**src/rtl/otter_csr_unit.sv**
```systemverilog
// Machine-mode CSR file and trap-state block for the OTTER core.
// Handles CSR read-modify-write, trap entry/mret bookkeeping, mcycle and the external IRQ synchronizer.
module otter_csr_unit #(
    parameter logic [31:0] RESET_MTVEC     = 32'h0000_0000,
    parameter int          IRQ_SYNC_STAGES = 2
) (
    input  logic        clk,
    input  logic        rst,
    input  logic        csr_we,
    input  logic        intrpt_taken,
    input  logic        mret_exec,
    input  logic [11:0] csr_addr,
    input  logic [1:0]  csr_op,
    input  logic [31:0] csr_wdata,
    input  logic [31:0] pc,
    input  logic        ext_irq,
    output logic [31:0] csr_rdata,
    output logic [31:0] mtvec_out,
    output logic [31:0] mepc_out,
    output logic        intrpt_vld,
    output logic        illegal_csr
);

    logic        mie_q, mie_d, mpie_q, mpie_d, meie_q, meie_d;
    logic [31:0] mtvec_q, mtvec_d, mscratch_q, mscratch_d;
    logic [31:0] mepc_q, mepc_d, mcause_q, mcause_d;
    logic [63:0] mcycle_q, mcycle_d;
    logic [IRQ_SYNC_STAGES-1:0] sync_q, sync_d;

    logic        meip, hit, wr_en;
    logic [31:0] wval;

    assign meip = sync_q[IRQ_SYNC_STAGES-1];

    always_comb begin
        hit       = 1'b1;
        csr_rdata = 32'h0;
        case (csr_addr)
            12'h300: csr_rdata = {24'h0, mpie_q, 3'b000, mie_q, 3'b000};
            12'h304: csr_rdata = {20'h0, meie_q, 11'h0};
            12'h305: csr_rdata = mtvec_q;
            12'h340: csr_rdata = mscratch_q;
            12'h341: csr_rdata = mepc_q;
            12'h342: csr_rdata = mcause_q;
            12'h344: csr_rdata = {20'h0, meip, 11'h0};
            12'hB00: csr_rdata = mcycle_q[31:0];
            12'hB80: csr_rdata = mcycle_q[63:32];
            default: hit = 1'b0;
        endcase
    end

    always_comb begin
        case (csr_op)
            2'b01:   wval = csr_wdata;
            2'b10:   wval = csr_rdata | csr_wdata;
            2'b11:   wval = csr_rdata & ~csr_wdata;
            default: wval = csr_rdata;
        endcase
    end

    assign wr_en = csr_we && (csr_op != 2'b00) && hit;

    // Per-register priority: trap entry beats mret beats a CSR write.
    always_comb begin
        mie_d      = mie_q;
        mpie_d     = mpie_q;
        meie_d     = meie_q;
        mtvec_d    = mtvec_q;
        mscratch_d = mscratch_q;
        mepc_d     = mepc_q;
        mcause_d   = mcause_q;
        mcycle_d   = mcycle_q + 64'd1;
        sync_d     = {sync_q[IRQ_SYNC_STAGES-2:0], ext_irq};

        if (intrpt_taken) begin
            mpie_d = mie_q;
            mie_d  = 1'b0;
        end else if (mret_exec) begin
            mie_d  = mpie_q;
            mpie_d = 1'b1;
        end else if (wr_en && csr_addr == 12'h300) begin
            mie_d  = wval[3];
            mpie_d = wval[7];
        end

        if (intrpt_taken)
            mepc_d = pc & 32'hFFFF_FFFC;
        else if (wr_en && csr_addr == 12'h341)
            mepc_d = wval & 32'hFFFF_FFFC;

        if (intrpt_taken)
            mcause_d = 32'h8000_000B;
        else if (wr_en && csr_addr == 12'h342)
            mcause_d = wval;

        if (wr_en && csr_addr == 12'h304) meie_d     = wval[11];
        if (wr_en && csr_addr == 12'h305) mtvec_d    = wval & 32'hFFFF_FFFC;
        if (wr_en && csr_addr == 12'h340) mscratch_d = wval;

        // A high-word write keeps the low word counting but drops its carry.
        if (wr_en && csr_addr == 12'hB00)
            mcycle_d = {mcycle_q[63:32], wval};
        else if (wr_en && csr_addr == 12'hB80)
            mcycle_d = {wval, mcycle_q[31:0] + 32'd1};
    end

    always_ff @(posedge clk) begin
        if (rst) begin
            mie_q      <= 1'b0;
            mpie_q     <= 1'b0;
            meie_q     <= 1'b0;
            mtvec_q    <= RESET_MTVEC & 32'hFFFF_FFFC;
            mscratch_q <= 32'h0;
            mepc_q     <= 32'h0;
            mcause_q   <= 32'h0;
            mcycle_q   <= 64'h0;
            sync_q     <= '0;
        end else begin
            mie_q      <= mie_d;
            mpie_q     <= mpie_d;
            meie_q     <= meie_d;
            mtvec_q    <= mtvec_d;
            mscratch_q <= mscratch_d;
            mepc_q     <= mepc_d;
            mcause_q   <= mcause_d;
            mcycle_q   <= mcycle_d;
            sync_q     <= sync_d;
        end
    end

    assign mtvec_out   = mtvec_q;
    assign mepc_out    = mepc_q;
    assign intrpt_vld  = mie_q & meie_q & meip;
    assign illegal_csr = csr_we & ~hit;

endmodule

```
**config.mk**
```make
export PLATFORM = sky130hd
export DESIGN_NAME = otter_csr_unit
export DESIGN_NICKNAME = d
export VERILOG_FILES = /design/src/rtl/otter_csr_unit.sv
export SDC_FILE = /design/constraint.sdc
export NUM_CORES = 1
export LEC_CHECK = 0
export CORE_MARGIN = 2
export CORE_UTILIZATION = 30
export DETAILED_ROUTE_END_ITERATION = 8
export MAX_ROUTING_LAYER = met4
export PLACE_DENSITY = 0.58
export SLEW_MARGIN = 15
export SYNTH_ARGS = -nofsm -noshare
export SYNTH_HDL_FRONTEND = slang
export SYNTH_SLANG_ARGS = --single-unit
```
**constraint.sdc**
```tcl
create_clock -name clk -period 7.8 [get_ports clk]
set_input_delay 0.78 -clock clk [delete_from_list [all_inputs] [get_ports clk]]
set_output_delay 0.78 -clock clk [all_outputs]
set_load 0.1 [all_outputs]
```
Yosys cells after proc, flatten, opt, wreduce, memory -nomap -nowiden. Index checks and enable logic that the tools add are counted.

Register bits after elaboration: 193. Input port bits: 84.

Add/sub/neg operators: 2. Equality and inequality tests: 12. Muxes and demuxes: 14. Bitwise gates (word level): 7. Reduce and logical (&&, ||, !) cells: 17.

Operator list (number): $pmux 32 s9 (1); $mux 32 (5); $pmux 32 s3 (1); $eq 12x10->1 const B (7); $add 64x1->64 const B (1); $mux 64 (1); $add 32x1->32 const B (1); $and 32x32->32 (1); $not 32->32 (1); $or 32x32->32 (1); $eq 12x12->1 const B (2); $logic_and 1x1->1 (10); $reduce_or 9->1 (1); $reduce_bool 2->1 (4); $mux 1 (6); $eq 2x2->1 const B (2); $and 1x1->1 (3); $reduce_bool 3->1 (1); $eq 2x1->1 const B (1); $reduce_or 2->1 (1); $not 1->1 (1).

Longest topological paths before layout. Gate-level depths: netlist of the first run.

Word-level depth: 8. Mapped depth: 11. Gate-level depth less buffers: 7.

Least setup slack after synthesis of the first run. OpenSTA, ideal clock, no wires.

Kind: input -> output. Start: input port csr_addr[0]. End: output port csr_rdata[21]. Data arrival time: 4.029 ns. Data required time: 7.020 ns. Path slack: 2.991 ns. Cell stages on the path: 4. Buffers on the path: 2. Path through: buf_2 -> or4_1 -> buf_2 -> o311ai_1.

Word-level cells in the longest chain between the ends: 2. Elaborated cells between the ends (all ways): 10. Those cells by class: eq/ne: 9; mux: 1.

Ends and longest elaborated chain: from (decl) (RTL line 12) `input logic [11:0] csr_addr,`; $eq 12x12->1 or $eq 12x10->1 (tied branches) (RTL line 38) `case (csr_addr)`; $pmux 32 s9 * (RTL line 38); to (decl) (RTL line 17) `output logic [31:0] csr_rdata,`.

Mark *: on every way between the ends. The rest lies on a longest branch, timed or not.

Worst setup path in the final report of the first run.
Start: input port csr_addr[2]. End: output port csr_rdata[21].

The elaborated chain is that of the path after synthesis.

==> results.toml, run 1 <==
[worst_setup_path]
crit_path_start_kind = "input pin"
arrival_ns = 5.15
cp.required_ns = 7.02
ff2ff_path_depth = 7
worst-path-max-fanout = 22
crit_start = "csr_addr[2]"
cp-end-kind = "output port"
rrSetupSlack_ns = 4.65
timing.rr.end = "mcycle_q[44]"
rr_startpoint = "mcycle_q[6]"
crit_type = "in2out"

[synth]
synth_top_family_by_area = "compound AO/OA/AOI/OAI gates"
synthSimpleGateAreaFrac_pct = 20.78
synth.area.top_cells = "dfxtp_1 (36%), o21ai_0 (6.2%), a21oi_1 (5.6%)"
synthArstFlopShare_pct = 0
synthTopCellsByCount = "dfxtp_1 (193), o21ai_0 (132), a21oi_1 (119)"
ys_ff_latch = 193
synth.area.mux_share_pct = 3.716
synth-edff-count = 0
syn_area_um2 = 10640
synthFlopType = "dfxtp_1"
ys_warn_count = 0
synthAdderAreaFrac_pct = 0.1176
synth_cells = 1315
yosysMostFrequentCell = "dfxtp_1"
yosys.area.top_type = "dfxtp_1"
syn_area_per_cell_um2 = 8.090
synth_compound_area_share_pct = 31.27
synth_xor_area_share_pct = 2.470
synthDistinctLibCells = 80
synth_top_cell_area_share_pct = 36.32
seq_area_frac_synth_pct = 36.32

[clocking]
cts_tree = "yes"
numCtsBuffers = 17
htreeDepth = 4
cts_setup_buffers = 0
cts_resized = 0
numClockSinks = 193
clkLatencyLatePin_ns = 0.46
root_buffer = "clkbuf_16"
path_clk_slew_ns = 0.07
cts_hold_buf = 0
clk_path_buf_depth = 2

[timing]
rsz0062_at_grt = "false"
fin_skew_ns = 0.008164
period_share_pct = 76.03
max_freq_mhz = 168.6
min_period_ns = 5.931
setup_tns_ns = 0
slew_headroom_pct = 15.71
worst_slew_pin_slew_ns = 1.264
hold_viol_final = 0
slew_viol_final = 0
layout_setup_ws_ns = 1.869
setup_viol = 0

[routing]
dr.pass1.iters = 6
ant_nets = 0
met1_length_mm = 20.25
drcViolationCount = 0
vias = 11600
wirelength_mm = 46.97
dr_wl_met2_mm = 21.58
highest_layer = "met4"
drtIter0Drc = 1399
wl_per_cell_um = 24.72
wl_met3_mm = 3.926
vias_per_cell = 6.107

[power_and_ir_drop]
switching_share_pct = 29.59
combPwrFrac_pct = 13.6
pwr-share-clk_pct = 41.6
pwr-share-seq_pct = 44.9
netSwitchingPower_w = 0.0006655
powerDensity_nw_per_um2 = 168.1
leakage_nw = 4.321
peakVddDrop_mv = 0.1625
p_int_w = 0.001584

[floorplanning]
rows = 68
die_x_um = 192.3
core_area_um2 = 34710
dieArea_um2 = 36990
start_util_pct = 30.65
chipHeight_um = 192.3
io-pin-count = 182

[grt]
grtUsageTotal_pct = 25.97
grt_overflow_total = 0
antenna_found_initial = 0
grt_max_degree = 61
grt_pass1_vias = 11130
grt_pass1_wl_mm = 70.07

[status]
status = "completed"

[placed_design]
post-dp-hpwl_mm = 32.37
pre_cts_ws_ns = 2.035
io_buffers = 175
place.gp.congestion = 0.9465

[worst_hold_path]
hold_path_class = "reg2reg"
min_from = "sync_q[0]"
hold_end = "sync_q[1]"
holdPathStages = 1

[final_layout]
layout-drive-gt1-share_pct = 8.651
nets = 1517
syn_to_final_growth_pct = 25.74
diodes = 0
n_fill_cell = 3605

[run]
max-cap-violations = 0
## cells by family after synthesis
logic type      Yosys count
fa+ha+maj                 1
other cells               1
compound gates          499
buf+inv                 133
xor+xnor                 30
flops                   193
simple gates            419
mux                      39
## metrics by stage
step,utilization [%],instance area (um2),hold slack [ns],std cells,power [W]
after global routing,38.54,13380,0.4559,1900,0.002314
after CTS,38.47,13360,0.4451,1899,0.002256
after detailed placement,36.73,12750,0.4280,1867,0.001332
after global placement,36.73,12750,0.4295,1867,0.001331
final,38.54,13380,0.4415,1900,0.002249
after floorplan,-,10650,0.4138,1318,0.001207
## how the worst max path moves through the flow
stage | end | slack [ns] | cells past startpoint
2_1_floorplan | csr_rdata[21] | 2.99 | 4
3_3_place_gp | csr_rdata[21] | 2.07 | 7
3_5_place_dp | csr_rdata[21] | 2.03 | 7
4_1_cts | csr_rdata[21] | 2.01 | 7
5_1_grt | csr_rdata[21] | 1.89 | 7
6_report | csr_rdata[21] | 1.87 | 7
## cells in the final DEF (no fill, tap or decap), types with 18 or more instances in the layout
master	count
nor2_1	89
mux2i_1	35
a221oi_1	28
dfxtp_1	193
a211oi_1	31
inv_1	19
a31oi_1	20
nand3_1	47
a21oi_1	118
buf_4	31
clkdlybuf4s50_1	172
nand4_1	39
o22ai_1	18
o21ai_0	132
a22oi_1	44
nand2_1	84
nor3_1	29
## flip-flops by register name, summed over array words and instances (netlist names)
name	count
sync_q	2
mtvec_out	30
meie_q	1
mscratch_q	32
mcause_q	32
mepc_out	30
mpie_q	1
mcycle_q	64
mie_q	1
## layer usage
metal  GRT usage (%)  vias up
met3           5.037       83
li1                -     5289
met4           8.368        0
met2           40.68      596
met5               -        -
met1           33.67     5635
## power groups by stage
stage	registers, W	logic [W]	clock network [W]
finish	0.00101	0.000305	0.000935
global route	0.00101	0.000317	0.000986
CTS	0.00101	0.000301	0.000946
detailed placement	0.00103	0.000300	0
global placement	0.00103	0.000299	0
floorplan	0.00109	0.000113	0
## worst max-delay path, stage by stage
cell and delay [ns]:
clkdlybuf4s50_1 1.21, or3b_2 0.59, nor4_4 0.70, buf_4 0.30, nand2_1 0.09, o311ai_1 0.20
clkdlybuf4s50_1 1.26
## cell type report
class                   count  area, um2  area share, %
well taps                 455      569.3          4.256
clock inverters            14      166.4          1.244
flip-flops and latches    193       3864          28.88
multi-input cells         992       6271          46.88
clock buffers              18      439.2          3.283
repair buffers            207       1989          14.87
inverters                  21      78.83         0.5892
Note: power is estimated with default switching activity, not from simulation.
==> inputs of run 2 (changes only) <==
- PLACE_DENSITY: 0.58 -> 0.6
- clock period: 7.8 -> 5.4 ns (I/O delays scaled with it)
==> run 2 against run 1 <==
  * Global-route usage grew 0.26 points
  * Design area grew 1.1%
  * Flip-flop and latch count is the same
  * Highest routed layer unchanged
  * Clock power grew 36%
  * Core utilization grew 0.44 points
  * Wire length grew 1.1%
  * Clock skew grew 0.00075 ns
  * Critical endpoint is now csr_rdata[13]
  * Worst hold slack gained 0.0065 ns
==> results.toml, run 2 (synthesis results as in run 1) <==
[routing]
dr.pass1.iters = 5
drcViolationCount = 0
vias_per_cell = 6.128
ant_nets = 0
wl_per_cell_um = 24.76
vias = 11760
wirelength_mm = 47.51
drtIter0Drc = 1292

[timing]
setup_viol = 0
fin_skew_ns = 0.008919
min_period_ns = 4.480
worst_slew_pin_slew_ns = 1.075
slew_viol_final = 0
slew_headroom_pct = 27.83
hold_viol_final = 0
setup_tns_ns = 0
max_freq_mhz = 223.2
layout_setup_ws_ns = 0.9202
period_share_pct = 82.96
rsz0062_at_grt = "false"

[worst_setup_path]
arrival_ns = 3.94
cp-end-kind = "output port"
crit_type = "in2out"
worst-path-max-fanout = 13
crit_start = "csr_addr[6]"
cp.required_ns = 4.86
rr_startpoint = "mcycle_q[7]"
crit_path_start_kind = "input pin"

[final_layout]
nets = 1535
final_common_cell = "dfxtp_1"
syn_to_final_growth_pct = 27.18
final_cell_area_um2 = 13530
top_regs = "mcycle_q: 64 flops, mcause_q: 32 flops, mscratch_q: 32 flops"
final_cell_mix = "dfxtp_1 (193), clkdlybuf4s50_1 (139), o21ai_0 (132), a21oi_1 (118), nor2_1 (89)"
top_register = "mcycle_q"
largest_reg_flops = 64
layout-drive-gt1-share_pct = 11.89
final_util_pct = 38.98

[grt]
grt_pass1_vias = 11020
grt_max_degree = 55
grt_overflow_total = 0
grtUsageTotal_pct = 26.22
antenna_found_initial = 2
grt_pass1_wl_mm = 70.64

[clocking]
htreeDepth = 4
cts_resized = 0
clkLatencyLatePin_ns = 0.45
numClockSinks = 193
cts_tree = "yes"
cts_hold_buf = 0
path_clk_slew_ns = 0.07
clk_path_buf_depth = 2
cts_setup_buffers = 0
numCtsBuffers = 17
root_buffer = "clkbuf_16"

[floorplanning]
io-pin-count = 182
dieArea_um2 = 36990
core_area_um2 = 34710
rows = 68
start_util_pct = 30.65
chipHeight_um = 192.3
die_x_um = 192.3

[placed_design]
post-dp-hpwl_mm = 33.45
place_area_um2 = 12940
place.gp.congestion = 0.9275
io_buffers = 175
pre_cts_ws_ns = 1.060

[worst_hold_path]
min_from = "sync_q[0]"
hold_path_class = "reg2reg"

[power_and_ir_drop]
peakVddDrop_mv = 0.2458
leakage_nw = 4.473
powerDensity_nw_per_um2 = 234.8
total_power_w = 0.003177

[status]
status = "completed"

[run]
max-cap-violations = 0
[run 2: cell count changes in the layout (fill, tap and decap cells not counted), sizes merged]
cell,previous run,this run
buf,35,86
bufinv,2,1
clkdlybuf4s50,172,139
clkinv,5,10
clkinvlp,0,2
diode,0,1
inv,28,22
[run 2: worst paths after layout]
check / slack [ns] / to / cells after the start
worst min-delay path: 0.45 / sync_q[1] / 1
worst min register to register: 0.45 / sync_q[1] / 1
worst max-delay path: 0.92 / csr_rdata[13] / 6
worst max register to register: 2.26 / mcycle_q[53] / 7
[run 2: layout make-up]
cell class	count	area [um2]
Antenna cell	1	2.502
Clock buffer	18	429.2
Sequential cell	193	3864
Tap cell	455	569.3
Fill cell	3591	21180
Clock inverter	14	133.9
Multi-Input combinational cell	992	6261
Inverter	21	78.83
Timing Repair Buffer	225	2192
[run 2: per-stage QoR]
step	hold WS, ns	std cells
global route	0.4782	1919
detailed placement	0.4398	1885
finish	0.4481	1919
global placement	0.4288	1885
floorplan	0.4138	1318
CTS	0.4513	1917
[run 2: where the power goes]
group	leakage [nW]	total (W)	switching, W	internal, W
Combinational	2.64	0.000446	0.000306	0.000140
Clock	0.274	0.00127	0.000629	0.000643
Sequential	1.56	0.00146	0.0000174	0.00144
[run 2: per-layer routing]
metal | part of all wire [%] | track usage [%] | up-vias | wire length (um)
li1 | - | - | 5307 | -
met4 | 3.6 | 10.36 | 0 | 1722
met3 | 8.5 | 3.855 | 97 | 4017
met2 | 44 | 39.73 | 623 | 21130
met1 | 43 | 35.12 | 5732 | 20630
met5 | 0 | - | - | 0
[run 2: critical path, cell delays in order]
cell	delay, ns
clkdlybuf4s50_1	0.60
nor3_1	0.74
nand3_1	0.91
buf_4	0.50
o211ai_1	0.41
buf_12	0.23
